### config.mk
export PLATFORM = sky130hd
export DESIGN_NAME = sigma_np
export DESIGN_NICKNAME = d
export VERILOG_FILES = /design/src/rtl/sigma_np.sv
export SDC_FILE = /design/constraint.sdc
export NUM_CORES = 1
export LEC_CHECK = 0
export ABC_AREA = 0
export ABC_CLOCK_PERIOD_IN_PS = 7300
export BUFFER_PORTS_ARGS = -buffer_cell sky130_fd_sc_hd__buf_2
export CORE_ASPECT_RATIO = 1.2
export CORE_MARGIN = 2
export CORE_UTILIZATION = 40
export CTS_CLUSTER_DIAMETER = 80
export CTS_CLUSTER_SIZE = 14
export DETAILED_ROUTE_END_ITERATION = 10
export PLACE_DENSITY_LB_ADDON = 0.05
export RECOVER_POWER = 100
export SYNTH_ARGS = -nofsm -noshare
export SYNTH_HDL_FRONTEND = slang
export SYNTH_SLANG_ARGS = --single-unit
### constraint.sdc
create_clock -name clk -period 7.3 [get_ports clk]
set_input_delay 0.73 -clock clk [delete_from_list [all_inputs] [get_ports clk]]
set_output_delay 0.73 -clock clk [all_outputs]
set_load 0.02 [all_outputs]
### src/rtl/sigma_np.sv
// rtl/sigma_np.sv - N-point frame accumulator with sum and floor-mean outputs
module sigma_np #(
    parameter int DW    = 8,
    parameter int LOG2N = 4,
    parameter int SM_IN = 1
) (
    input  logic                  clk,
    input  logic                  res,
    input  logic [DW-1:0]         data_in,
    input  logic                  syn_in,
    input  logic                  clr,
    output logic [DW+LOG2N-1:0]   data_out,
    output logic [DW-1:0]         avg_out,
    output logic                  syn_out,
    output logic [LOG2N-1:0]      cnt_out
);

    localparam int W = DW + LOG2N;

    logic             syn_d;
    logic             pulse;
    logic [DW-1:0]    d;
    logic [W-1:0]     d_ext;
    logic [W-1:0]     sigma;
    logic [W-1:0]     sum_next;
    logic [LOG2N-1:0] cnt;

    always_comb begin
        pulse = syn_in & ~syn_d;
        d     = data_in;
        // Negating a zero magnitude yields zero, so negative zero needs no special case.
        if (SM_IN != 0) begin
            if (data_in[DW-1])
                d = DW'(0) - {1'b0, data_in[DW-2:0]};
            else
                d = {1'b0, data_in[DW-2:0]};
        end
        d_ext    = {{LOG2N{d[DW-1]}}, d};
        sum_next = sigma + d_ext;
    end

    always_ff @(posedge clk) begin
        if (res) begin
            syn_d    <= 1'b1;
            sigma    <= '0;
            cnt      <= '0;
            data_out <= '0;
            avg_out  <= '0;
            syn_out  <= 1'b0;
        end else begin
            syn_d   <= syn_in;
            syn_out <= 1'b0;
            if (clr) begin
                sigma <= '0;
                cnt   <= '0;
            end else if (pulse) begin
                if (&cnt) begin
                    data_out <= sum_next;
                    // Upper DW bits of the full-width sum are the floor-shifted mean.
                    avg_out  <= sum_next[LOG2N +: DW];
                    sigma    <= '0;
                    cnt      <= '0;
                    syn_out  <= 1'b1;
                end else begin
                    sigma <= sum_next;
                    cnt   <= cnt + 1'b1;
                end
            end
        end
    end

    assign cnt_out = cnt;

endmodule

; ---- Yosys cells after proc, flatten, opt, wreduce, memory -nomap -nowiden
; Cells that the tools add are included.
[classes]
bitwise_logic = 4
addsub = 3
muxes = 4
reduce_logical = 4
[ops]
columns = operator, n
row1 = $add A12 B12 Y12, 1
row2 = $mux W12, 1
row3 = $mux W8, 1
row4 = $sub A1 B7 Y8 const A, 1
row5 = $reduce_and A6 Y1, 1
row6 = $add A4 B1 Y4 const B, 1
row7 = $mux W4, 1
row8 = $reduce_and A4 Y1, 1
row9 = $not A1 Y1, 3
row10 = $reduce_or A3 Y1, 1
row11 = $reduce_or A2 Y1, 1
row12 = $and A1 B1 Y1, 1
row13 = $mux W1, 1
[totals]
input_bits = 12
reg_bits = 38
output_inout_bits = 25
elab_cells = 21

; ---- Logic depth before layout (Yosys ltp)
[depth]
word_depth = 4
ltp_mapped = 13

; ---- Worst setup path after synthesis
; OpenSTA, ideal clock, no wires.
[synth_timing]
kind = in2reg
startpoint = input port data_in[1]
endpoint = register sigma[11]
stages = 9
setup_time_ns = 0.122
t_arrival_ns = 3.059
path_slack_ns = 4.119
required_ns = 7.178
cell_sequence = or3_1 o31a_1 ha_1 a21o_2 a2111oi_2 a21oi_2 xor2_2 nor2_1 a221o_1
[synth_via]
elab_chain_cells = 4
[synth_rtl]
columns = element, line
row1 = start: declaration, 9  ; input logic [DW-1:0] data_in,
row2 = $sub A1 B7 Y8, 34  ; d = DW'(0) - {1'b0, data_in[DW-2:0]};
row3 = $mux W8 *, 33  ; if (data_in[DW-1])
row4 = $add A12 B12 Y12 *, 39  ; sum_next = sigma + d_ext;
row5 = $mux W12 *, 57  ; if (&cnt) begin
row6 = end signal: assignment, 65  ; sigma <= sum_next;
row7 = end: declaration, 24  ; logic [W-1:0] sigma;
; Every way passes the cells marked *; elsewhere a longest branch is shown, timed or not.
; A chain may end at the register's enable or synchronous reset.

; ---- Worst setup path after layout
; Ends and elaborated chain as after synthesis.

==> flow_metrics.tcl <==
set metrics [dict create \
    setup_viol 0 \
    clock_sinks 30 \
    path_delay_family "compound AO/OA/AOI/OAI gates" \
    async_flop_share 0 \
    synth_fa_ha_area_frac 0.1070 \
    synth_common_cells "nand2_1, dfxtp_1, nor2_1" \
    critical-path-max-stage-delay_ps 500 \
    cpMaxStageDelayCell "a2111oi_0" \
    synth_edf_count 0 \
    grt_usage 0.1636 \
    min_period_ps 3280 \
    nFillCells 485 \
    yosys_warnings 0 \
    fin_crit_sh 0.4493 \
    crit_cells 10 \
    grt_antenna_before_repair 0 \
    drv_slew 0 \
    tritoncts.num_buffers 5 \
    wl_met3_um 192 \
    end_kind "flop" \
    status "complete, no violations" \
    syn_inst 217 \
    synth_top_family_by_area "simple AND/OR/NAND/NOR gates" \
    wl_per_cell_um 13.18 \
    yosys.area_share.simple 0.2346 \
    wl_met2_um 1666 \
    yosysTopAreaCellShare 0.3292 \
    drcViolationCount 0 \
    power.leakage_uw 0.0007734 \
    wirelength_met1_um 2043 \
    dpl.hpwl_um 2983 \
    maxCapViolations 0 \
    crit_fanout 6 \
    rows 26 \
    synth_area_mm2 0.001824 \
    dp_cells 293 \
    reg2reg_to "sigma[10]$_SDFFE_PP0P_" \
    holdWs_ps 452.1 \
    die-area_mm2 0.005119 \
    drt-initial-drc-count 38 \
    synthesis.nets 244 \
    synth_compound_area_frac 0.1811 \
    finClkSkew_ps 4.247 \
    required_ps 7480 \
    yosysTopAreaCell "dfxtp_1" \
    fp.dieW_um 65.65 \
    cts_hold_buffers 0 \
    area_growth_pct 10.08 \
    worstPathArrival_ps 3460 \
    power_per_cell_area_mw_per_mm2 175.3 \
    die_y_um 77.98 \
    path_clk_slew_ps 60 \
    regToRegSetupSlack_ps 4840 \
    drive_gt1_frac 0.09796 \
    ys_seq_area_frac 0.3292 \
    final_util 0.4641 \
    yosysMostFrequentCell "nand2_1" \
    top_layer_used "met4" \
    vias_per_cell 5.186 \
    via_count 1561 \
    initial_core_util 0.4216 \
    synthTopCellsByArea "dfxtp_1, ha_1, nand2_1" \
    path_cells "buf_2 > or3_1 > o31a_1 > ha_1 > a21o_2 > a2111oi_0 > a21oi_2 > xor2_1 > nor2_1 > a221o_1" \
    hp-class "reg2reg" \
    ff_latch_area_um2 600.6 \
    grt_pass1_wl_um 6292 \
    cts_tree "done" \
    synth_seq_cells 30 \
    first_pass_iters 4 \
    synth_xor_area_frac 0.07613 \
    endpoint "sigma[11]$_SDFFE_PP0P_" \
    tightest_slew_ps 945.5 \
    cts_buffer_depth 2 \
    r2r_start "sigma[0]$_SDFFE_PP0P_" \
    diodes 0 \
    cts_root_buf "clkbuf_8" \
    cts_max_level 2 \
    nNetsFinal 271 \
    hold_viol_final 0 \
    ios 37 \
    crit_start "data_in[1]" \
    crit_buf_inv 1 \
    clock_latency_ps 290 \
    grt_pass1_vias 1322 \
    total_power_uw 352.0 \
    stdcell_count 301 \
    port_buffers 36 \
    peakVddDrop_mv 0.05886 \
    synthMuxAreaShare 0.005487 \
    postCtsSetupRepairBufs 0 \
    ant_nets 0 \
    synth_cell_types 46 \
    r2r_cells 8 \
    min_from "data_out[2]$_SDFFE_PP0P_" \
    gr-total-overflow 0 \
    synth_flop_cell "dfxtp_1" \
    fmax_mhz 304.9 \
    rsz0062_at_grt "no" \
    core_area_mm2 0.004327 \
    grt_max_degree 19 \
    slew_headroom 0.3697 \
    setup_tns_ps 0 \
    multi_input_area_mm2 0.001082 \
    wl_um 3967 \
    avgSynthCellArea_um2 8.407 \
    crit_type "in2reg" \
    place_congestion 0.8349 \
    post_cts_resized 0 \
    cp-start-kind "primary input" \
]
## power by group
part	internal [uW]	switching [uW]	total, uW
sequential	165	1.12	166
clock	75.9	62.7	139
combinational	18.4	28.6	47.0
## worst reg2reg max path, cell delays in order, from the launching register on
cell and delay, ps:
dfxtp_1 320, ha_1 210, fa_1 410, a21oi_1 190, o21ai_0 130, a21oi_1 350, nor4b_1 100, or3_1 420
a32o_1 230
## how the worst min path moves through the flow
| stage | to | slack, ps | cells after the start |
|---|---|---|---|
| 6_report | data_out[2]$_SDFFE_PP0P_ | 450 | 2 |
| 4_1_cts | data_out[1]$_SDFFE_PP0P_ | 450 | 2 |
| 3_3_place_gp | data_out[2]$_SDFFE_PP0P_ | 440 | 2 |
| 3_5_place_dp | data_out[1]$_SDFFE_PP0P_ | 440 | 2 |
| 2_1_floorplan | sigma[2]$_SDFFE_PP0P_ | 440 | 2 |
| 5_1_grt | data_out[0]$_SDFFE_PP0P_ | 480 | 2 |
## cells in the final DEF (no fill, tap or decap), types with 3 or more instances in the layout
| cell | synthesis | routed |
|---|---|---|
| a21oi_1 | 17 | 18 |
| a22oi_1 | 8 | 8 |
| buf_2 | 0 | 8 |
| clkbuf_1 | 5 | 29 |
| clkbuf_8 | 0 | 6 |
| dfxtp_1 | 30 | 30 |
| ha_1 | 14 | 14 |
| inv_1 | 3 | 3 |
| nand2_1 | 31 | 31 |
| nand2b_1 | 4 | 4 |
| nand3_1 | 8 | 8 |
| nor2_1 | 23 | 23 |
| o21ai_0 | 4 | 5 |
| or3_1 | 4 | 4 |
| xnor2_1 | 9 | 9 |
| xor2_1 | 5 | 6 |
## state kept, by name (all words and copies together) (netlist names)
name and flops:
cnt_out 4, syn_out 1, data_out 12, syn_d 1, sigma 12
## layout make-up
| cell class | count | area share |
|---|---|---|
| clock buffer | 7 | 0.04299 |
| tap | 56 | 0.03489 |
| sequential | 30 | 0.2991 |
| timing repair buffer | 37 | 0.07601 |
| clock inverter | 1 | 0.002492 |
| multi-input combinational | 167 | 0.5389 |
| inverter | 3 | 0.005607 |
## logic make-up after synthesis
group / after synthesis
buffers and inverters: 20
multiplexers: 1
XOR/XNOR: 15
AND/OR/NAND/NOR: 88
flip-flops: 30
adder cells (fa/ha/maj): 15
AO/OA/AOI/OAI: 48
## per-layer routing
metal  global-route usage  vias to the layer above
li1                     -                      806
met1               0.2280                      708
met2               0.2354                       42
met3              0.03913                        5
met4              0.07500                        0
met5                    0                        -
## stage by stage
step / instance area, um^2 / setup WS [ps]
floorplan: 1824 / 4119
global placement: 1978 / 3899
detailed placement: 1978 / 3876
CTS: 2069 / 4165
global route: 2008 / 3838
finish: 2008 / 4020
Note: power is estimated with default switching activity, not from simulation.
